$ cat src/rtl/input_reg_pkg.sv
// Shared defaults and elaboration helpers for the input register FIFO.
// Optional tri-state drive of B is selected with INPUT_REG_TRISTATE_EN.
package input_reg_pkg;

    localparam int W_DEF     = 4;
    localparam int DEPTH_DEF = 4;

    // Ceiling log2, usable in parameter and port-width expressions.
    function automatic int clog2(input int value);
        int r;
        r = 0;
        for (int v = value - 1; v > 0; v = v >> 1) begin
            r = r + 1;
        end
        return r;
    endfunction

endpackage

$ cat src/rtl/input_reg_mem.sv
// DEPTH x W storage array: one clocked write port, one asynchronous read port.
// Contents are deliberately not reset; the control logic never exposes stale entries.
module input_reg_mem
    import input_reg_pkg::*;
#(
    parameter int W     = W_DEF,
    parameter int DEPTH = DEPTH_DEF
) (
    input  logic                      clk_i,
    input  logic                      we_i,
    input  logic [clog2(DEPTH)-1:0]   waddr_i,
    input  logic [W-1:0]              wdata_i,
    input  logic [clog2(DEPTH)-1:0]   raddr_i,
    output logic [W-1:0]              rdata_o
);

    logic [W-1:0] mem_q [DEPTH];

    always_ff @(posedge clk_i) begin
        if (we_i) begin
            mem_q[waddr_i] <= wdata_i;
        end
    end

    assign rdata_o = mem_q[raddr_i];

endmodule

$ cat src/rtl/input_reg_fifo.sv
// First-word-fall-through input buffer with valid/ready handshake on both sides.
// Define INPUT_REG_TRISTATE_EN to float B when OutEnable is low or reset is active.
module input_reg_fifo
    import input_reg_pkg::*;
#(
    parameter int W     = W_DEF,
    parameter int DEPTH = DEPTH_DEF
) (
    input  logic                    Clk,
    input  logic                    ResetN,
    input  logic [W-1:0]            DataIn,
    input  logic                    EnableIn,
    output logic                    ReadyIn,
    output logic [W-1:0]            B,
    output logic                    ValidOut,
    input  logic                    ReadyOut,
    input  logic                    OutEnable,
    output logic [clog2(DEPTH):0]   Count,
    output logic                    Overflow
);

    localparam int AW = clog2(DEPTH);
    localparam int CW = AW + 1;

    // Handshake: a word moves on a side when its valid and ready are both high at the
    // rising edge; ReadyIn/ValidOut depend only on the registered count.
    logic [AW-1:0] wr_ptr_q, wr_ptr_d;
    logic [AW-1:0] rd_ptr_q, rd_ptr_d;
    logic [CW-1:0] count_q, count_d;
    logic          overflow_q, overflow_d;
    logic          push, pop;
    logic [W-1:0]  rd_data;
    logic [W-1:0]  head_word;

    assign ReadyIn  = (count_q != CW'(DEPTH));
    assign ValidOut = (count_q != '0);
    assign Count    = count_q;
    assign Overflow = overflow_q;

    assign push = EnableIn & ReadyIn;
    assign pop  = ValidOut & ReadyOut;

    always_comb begin
        wr_ptr_d   = wr_ptr_q;
        rd_ptr_d   = rd_ptr_q;
        count_d    = count_q;
        overflow_d = overflow_q | (EnableIn & ~ReadyIn);
        if (push) begin
            wr_ptr_d = wr_ptr_q + AW'(1);
        end
        if (pop) begin
            rd_ptr_d = rd_ptr_q + AW'(1);
        end
        case ({push, pop})
            2'b10:   count_d = count_q + CW'(1);
            2'b01:   count_d = count_q - CW'(1);
            default: count_d = count_q;
        endcase
    end

    always_ff @(posedge Clk or negedge ResetN) begin
        if (!ResetN) begin
            wr_ptr_q   <= '0;
            rd_ptr_q   <= '0;
            count_q    <= '0;
            overflow_q <= 1'b0;
        end else begin
            wr_ptr_q   <= wr_ptr_d;
            rd_ptr_q   <= rd_ptr_d;
            count_q    <= count_d;
            overflow_q <= overflow_d;
        end
    end

    input_reg_mem #(
        .W     (W),
        .DEPTH (DEPTH)
    ) u_mem (
        .clk_i   (Clk),
        .we_i    (push),
        .waddr_i (wr_ptr_q),
        .wdata_i (DataIn),
        .raddr_i (rd_ptr_q),
        .rdata_o (rd_data)
    );

    // Stale array contents stay hidden while the buffer is empty.
    assign head_word = ValidOut ? rd_data : '0;

`ifdef INPUT_REG_TRISTATE_EN
    assign B = (OutEnable && ResetN) ? head_word : 'z;
`else
    assign B = OutEnable ? head_word : '0;
`endif

endmodule

$ cat config.mk
export PLATFORM = sky130hd
export DESIGN_NAME = input_reg_fifo
export DESIGN_NICKNAME = d
export VERILOG_FILES = /design/src/rtl/input_reg_pkg.sv /design/src/rtl/input_reg_mem.sv /design/src/rtl/input_reg_fifo.sv
export SDC_FILE = /design/constraint.sdc
export NUM_CORES = 1
export LEC_CHECK = 0
export CAP_MARGIN = 20
export CORE_ASPECT_RATIO = 1.5
export CORE_MARGIN = 2
export CORE_UTILIZATION = 35
export CTS_BUF_LIST = sky130_fd_sc_hd__clkbuf_8
export DETAILED_ROUTE_END_ITERATION = 10
export PLACE_DENSITY_LB_ADDON = 0.15
export SLEW_MARGIN = 20
export SYNTH_ARGS = -nofsm -noshare
export SYNTH_HDL_FRONTEND = slang
export SYNTH_SLANG_ARGS = --single-unit
$ cat constraint.sdc
create_clock -name Clk -period 2.78 [get_ports Clk]
set_clock_uncertainty 0.15 [all_clocks]
set_input_delay 0.556 -clock Clk [delete_from_list [all_inputs] [get_ports Clk]]
set_output_delay 0.556 -clock Clk [all_outputs]
set_load 0.05 [all_outputs]
# After elaboration in Yosys (flattened, before gate mapping)
# Memory sizes are Yosys's and may differ from the RTL's.
# Cells that the tools add are included.
op_classes:
  add_sub_neg: 4
  eq_ne: 3
  n_mux: 5
  n_bitwise: 5
  reduce_logical: 2
ops:
  columns: ["op", "count"]
  rows:
  - ["$mux W4", 2]
  - ["$pmux W3 S2", 1]
  - ["$add A2 B1 Y2 const B", 2]
  - ["$add A3 B1 Y3 const B", 1]
  - ["$and A1 B1 Y1", 3]
  - ["$ne A3 B3 Y1 const B", 1]
  - ["$reduce_bool A3 Y1", 1]
  - ["$sub A3 B1 Y3 const B", 1]
  - ["$eq A2 B1 Y1 const B", 1]
  - ["$eq A2 B2 Y1 const B", 1]
  - ["$mux W1", 2]
  - ["$reduce_bool A2 Y1", 1]
  - ["$not A1 Y1", 1]
  - ["$or A1 B1 Y1", 1]
word_totals:
  regBits: 8
  mem_bits_rw: 16
  input_bits: 9
  out_inout_bits: 10
  wordCells: 24
  mem_count: 1
mem_list:
  columns: ["name", "words", "width", "read_ports", "rd_clocked_by_memory_dff", "write_ports", "line_no", "text"]
  rows:
  - ["u_mem.mem_q", 4, 4, 1, 0, 1, "input_reg_mem.sv:17", "logic [W-1:0] mem_q [DEPTH];"]

# Longest topological paths before layout
depth:
  ltp_word: 4
  mapped_depth: 9
  mapped_depth_nobuf: 9

# By module
# From an unflattened synthesis, not the netlist that was laid out.
unflattened:
  hier_cells: 59
  hier_area_um2: 1023.5
by_module_without_submodules:
  columns: ["mod", "instances", "cells_per_inst", "area_per_inst_um2", "seq_area_each_um2"]
  rows:
  - ["input_reg_mem", 1, 24, 616.8, 480.5]
  - ["input_reg_fifo", 1, 35, 406.6, 200.2]

# Least setup slack after synthesis
# OpenSTA, ideal clock, no wires.
synth_timing:
  path_kind: "register to register"
  startpoint: "register count_q[2] (netlist: Count[2])"
  endpoint: "register count_q[2] (netlist: Count[2])"
  setup_time_ps: 82
  arrival_time_ps: 2178
  required_time_ps: 2548
  slack_ps: 370
  stages_incl_launch_ff: 10
  path_buffers: 0
  synth_period_minus_slack_ps: 2410
  path_cell_list: "dfrtp_1 nor3b_1 nor2b_2 inv_1 ha_1 inv_1 fa_1 xor2_1 nor2_1 xor2_1"
synth_via:
  elab_chain_len: 4
  word_cells_on_any_way: 10
  cone_classes: "add/sub (2); eq/ne (3); mux (1); bitwise (2); reduce/logical (2)"
synth_lines:
  columns: ["item", "line_no", "text"]
  rows:
  - ["from (decl)", "input_reg_fifo.sv:29", "logic [CW-1:0] count_q, count_d;"]
  - ["from (signal assigned)", "input_reg_fifo.sv:70", "count_q <= count_d;"]
  - ["$ne A3 B3 Y1 / $reduce_bool A3 Y1 (equally long branches)", "input_reg_fifo.sv:35, input_reg_fifo.sv:36", null]
  - ["$and A1 B1 Y1 (on tied branches)", "input_reg_fifo.sv:40, input_reg_fifo.sv:41", null]
  - ["$eq A2 B1 Y1 / $eq A2 B2 Y1 (equally long branches)", "input_reg_fifo.sv:54", "case ({push, pop})"]
  - ["$pmux W3 S2 / $reduce_bool A2 Y1 (equally long branches)", null, null]
# Parallel ways exist; a longest one is shown, timed or not.
# A chain may end at the register's enable or synchronous reset.

# Worst setup path in the final report
layout_timing:
  startpoint: "register count_q[0] (netlist: Count[0])"
  endpoint: "output port ValidOut"
layout_via:
  elab_chain_len: 1
layout_lines:
  columns: ["item", "line_no", "text"]
  rows:
  - ["$reduce_bool A3 Y1", "input_reg_fifo.sv:36", "assign ValidOut = (count_q != '0);"]
  - ["to (decl)", "input_reg_fifo.sv:15", "output logic ValidOut,"]
# No other way between the ends.

==> run metrics <==
commonest cells in the netlist=edfxtp_1 (16), dfrtp_1 (8), inv_1 (7), ha_1 (5); die area=0.00355 mm2; DR DRC count=0; synth top area cells=edfxtp_1 (45%), dfrtp_1 (19%), mux4_2 (8.4%), ha_1 (5.8%), inv_1 (2.4%); FP Rows=24; starting density of the core=37.0%; Most used DFF post-synth=edfxtp_1; syn nets=82; Leak=0.000537 uW; Async S/R FF share, synth=33.3%; ANT nets after route=0; VDD IR max=0.000576 V; gr ovfl total=0; final wirelength=1.64 mm; Pwr per Cell Area=1130 mW/mm2; via/cell ratio=4.47; Min Hold Slack=0.319 ns; Vias=563; Longest Clk Path Bufs=2; fraction of the yosys area taken by sequential cells=63.2%; All-Layer GR Usage=11.2%; Max Freq=381 MHz; Yosys reg bits=24; max cap viols=0; DR iter-0 viols=4; worst skew pair latency=0.25 ns; Worst Path Max Fanout=7; hold buffers post-CTS=0; EDFF count, synth=16; TritonCTS Buffers=3; area leader, netlist=edfxtp_1; vias in the first global route=653; max-slew violation count=0; R2R setup slack=0.46 ns; dpl hpwl=1.31 mm; mux contribution to synthesized area=9.76%; core box area=0.00291 mm2; die height=71.9 um; drt pass-1 iters=2; Cells after DPL=122; Setup crit end kind=output pin; Post-Synth Adder-Cell Area=7.67%; post-synthesis xor/xnor area fraction=4.88%; Buffers on Ports=18; Crit Path Class=register to output pin; CTS tree=built; CP top delay family=buffers and inverters; Final period util=94.4%; Setup TNS Final=0 ns; global placement routability congestion=0.683; number of diodes=0; Simple-Gate Fraction of Synth Area=8.83%; CP Launch Type=register; Num Clock Sinks=24; Routed WL per cell=13.0 um; most frequent cell after synthesis=edfxtp_1; post-CTS setup buffer count=0; Setup violations, final=0; RSZ-0062 raised after global routing=false; initial antenna violation count=0; Synth cell types=22; max_slew headroom=66.4%; Die Wd=49.3 um; first-pass GRT wire length=2.99 mm; Worst EP required=2.07 ns; min Tclk post-route=2.63 ns; slowest stage cell, crit path=clkdlybuf4s50_1; H-tree depth=1; Slew @ Worst Pin=0.502 ns; post-synthesis compound-gate area fraction=1.16%; cell area after synthesis=0.00108 mm2; Hold Vio Cnt, Final=0; CTS root buffer=clkbuf_8; cells after synthesis=67; share of cells above drive strength 1=17.2%; Reg clk slew, reported paths=0.08 ns; cts repair resizes=0; CP arrival=1.92 ns; syn_area_per_cell=16.1 um2; CP Cell Sequence=or3_1, clkdlybuf4s50_1; Worst Path Buf+Inv=1; area grow syn2layout=27.1%; largest net degree at the start of global routing=14; worst stage delay on the critical path=0.74 ns; Hold Crit Class=register to register; largest family of logic cells by synthesized area=multiplexers; top cell type's share of synthesized area=44.6%; status=finished clean; Nets=103; io pins=19; Syn. warnings=0; non-filler instance count after layout=126
-- report_power, final --
part           total (uW)  switching, uW  internal (uW)
Clock                 195           96.9           98.3
Sequential            579           87.1            492
Combinational         768            416            352
-- worst paths after layout --
| check | from | end | depth (start not counted) |
|---|---|---|---|
| max | Count[0] | ValidOut | 2 |
| min | Overflow | Overflow | 1 |
| max reg2reg | Count[0] | Count[2] | 9 |
| min reg2reg | Overflow | Overflow | 1 |
| max in group asynchronous | ResetN | wr_ptr_q[1] | 1 |
| min in group asynchronous | ResetN | Count[0] | 1 |
-- logic make-up after synthesis --
group                    after synthesis
flip-flops                            24
buffers and inverters                  9
AO/OA/AOI/OAI                          2
XOR/XNOR                               6
adder cells (fa/ha/maj)                6
multiplexers                           5
AND/OR/NAND/NOR                       15
-- layout make-up --
type	count	area (um2)
fill	282	1540
sequential	24	681
multi-input combinational	34	348
timing repair buffer	18	220
tap	39	48.8
clock buffer	3	41.3
inverter	7	26.3
clock inverter	1	3.75
-- cell usage in the layout (no fill, tap or decap), drive strengths merged, types with 4 or more instances in the layout --
| cell | n |
|---|---|
| dfrtp | 8 |
| edfxtp | 16 |
| buf | 4 |
| clkdlybuf4s50 | 14 |
| inv | 8 |
| ha | 5 |
| and3 | 4 |
| mux4 | 4 |
| and2 | 5 |
-- metrics by stage --
step	util (%)	cell area (um2)	total power, uW	setup slack, ns
after CTS	47.0	1370	1570	0.139
after global placement	45.4	1320	1360	0.243
after global routing	47.0	1370	1650	0.0611
after detailed placement	45.4	1320	1370	0.217
after floorplan	-	1080	1120	0.370
final	47.0	1370	1540	0.155
-- worst register-to-register path: stages, from the launching register on --
cell and delay, ns:
dfrtp_1 0.43, nor3b_1 0.39, nor2b_2 0.16, inv_1 0.10, ha_1 0.18, inv_1 0.06
fa_1 0.37, xor2_1 0.15, nor2_1 0.11, xor2_1 0.15
-- metal layers --
layer,global-route usage [%],vias to the layer above,wire length [um]
met3,2.26,4,67
met1,13.0,269,686
li1,-,273,-
met2,19.4,17,858
met5,0,-,0
met4,5.71,0,22
-- state kept, by name, indices dropped and copies added, names as in the netlist --
name,flops
wr_ptr_q,2
rd_ptr_q,2
Overflow,1
Count,3
u_mem.mem_q,16
(Power assumes the default switching activity.)
==> RTL change, RTL diff (config.mk and constraints unchanged) <==
`DEPTH_DEF`: 4 -> 8.
--- a/src/rtl/input_reg_pkg.sv
+++ b/src/rtl/input_reg_pkg.sv
@@ -5,3 +5,3 @@
     localparam int W_DEF     = 4;
-    localparam int DEPTH_DEF = 4;
+    localparam int DEPTH_DEF = 8;
 
Ports: changed (resized Count); port bits go from 19 to 20. The function was not compared with the original's and may differ.
==> RTL change against the original RTL <==
Area after synthesis up 72%. Global-route usage up 1.6 points. Core utilization down 3.0 points. Die area up 66%. Sequential cell count up 19. Sequential power up 74%. Power up 61%. Synthesized cell count up 72%. Via count up 77%. Setup slack better by 0.036 ns. Wire length up 100%. Final area up 65%. Final cell count up 67%. Critical path type is now flop to flop. Critical endpoint is now Count[3].
==> RTL change: results (changes against the original RTL) <==
Synthesis
- cell types with the largest area share after synthesis: edfxtp_1, dfrtp_1, mux4_2
- adder-cell area share of the yosys netlist: 3.38%, -4.3 points
- number of enable-type register cells in the synthesized netlist: 32, +16
- Synth Net Count: 129, +57%
- per-instance average area after synthesis: 16.1 sq um, about the same
- cell types with the highest counts after synthesis: edfxtp_1, dfrtp_1, nor2_1

Pwr
- Leak Pwr: 0.812 nW, +51%

CTS
- cts bufs inserted: 5, +2
- clock latency at the later pin of the worst-skew pair: 0.28 ns, +0.03 ns

Detailed routing
- total wire length: 3.33 mm, +100%
- router iterations before antenna repair: 4, +2
- WL per Instance: 15.9 um, +22%

Place
- GP Congestion: 0.741, +8.4%
- Setup Slack @ Placement: 0.0275 ns, -0.189 ns
- number of buffer cells added on primary ports: 19, +1

Setup path
- startpoint of the worst setup timing path: Count[1]
- Max FO, Critical Path: 8, +1
- critical path data arrival time: 2.61 ns, +0.69 ns
- end of the worst register-to-register path: Count[3]
- Reg-to-Reg Start: Count[1]

Finish
- Final Net Count: 156, +51%
- fraction of final layout cells with drive strength greater than 1: 25.4%, +8.1 points

STA
- maximum clock frequency: 0.386 GHz, +1.4%

Global routing
- maximum number of pins on one net before global-route repair: 13, -1
- wire length of the first global-routing pass: 5.51 mm, +85%
- global-route usage over all layers: 12.7%, +1.6 points

Status
- outcome: completed

## RTL change: cell count changes after synthesis, moves of 3 or more
cell      unedited run  this run
inv_1                7         2
mux4_2               4         8
dfrtp_1              8        11
and3_1               3         0
nor2_1               1        11
nor3_1               0         3
nand2b_1             0         3
edfxtp_1            16        32
nand2_1              1         8
and2_1               4         0
mux2i_1              0         4
## RTL change: worst max path at each step
stage                     to  cells after the start
finish              Count[3]                      9
detailed placement  Count[3]                      8
global placement    Count[3]                      8
floorplan           Count[2]                     10
global route        Count[3]                      9
CTS                  ReadyIn                      2
## RTL change: layer usage
| layer | vias to the layer above | track usage [%] | share of wire, % |
|---|---|---|---|
| met5 | - | 0 | 0 |
| met4 | 0 | 5.43 | 1.9 |
| met3 | 5 | 3.01 | 2.7 |
| met2 | 17 | 22.3 | 56 |
| met1 | 496 | 14.8 | 39 |
| li1 | 481 | - | - |
## RTL change: through the flow
stage                     area, sq um  utilization, %
after floorplan                  1860               -
after global placement           2140            41.7
after detailed placement         2140            41.7
after CTS                        2240            43.7
after global routing             2250            43.9
final                            2250            43.9
## RTL change: power by group through the flow
stage                     logic (mW)  registers (mW)  clock network, mW
after floorplan                0.663            1.08                  0
after global placement          1.02            1.02                  0
after detailed placement        1.03            1.03                  0
after CTS                       1.04            1.01              0.458
after global routing            1.10            1.04              0.491
final                           1.02            1.01              0.448
## RTL change: timing repair
| item | 4_1_cts | 5_1_grt |
|---|---|---|
| setup endpoints to repair | 0 | 3 |
| hold buffers | 0 | 0 |
| gates resized for setup | 0 | 4 |
| buffers inserted | 0 | 0 |
## RTL change: critical path: cells and delay by family, from the launching register on
kind / cells / cell delay (ns)
flops: 1 / 0.47
buf+inv: 2 / 0.21
xor+xnor: 1 / 0.14
simple gates: 4 / 1.00
fa+ha+maj: 1 / 0.17
compound gates: 1 / 0.33
## RTL change: cells by family after synthesis
family                   count (synthesis)
flip-flops                              43
AND/OR/NAND/NOR                         36
multiplexers                            14
XOR/XNOR                                 8
buffers and inverters                    6
adder cells (fa/ha/maj)                  5
AO/OA/AOI/OAI                            3
## RTL change: cell type report
class                   instances  area, sq um
flip-flops and latches         43         1240
repair buffers                 23          215
inverters                       3         12.5
multi-input cells              66          596
clock buffers                   5         68.8
clock inverters                 2         33.8
well taps                      68         85.1
fillers                       507         2870
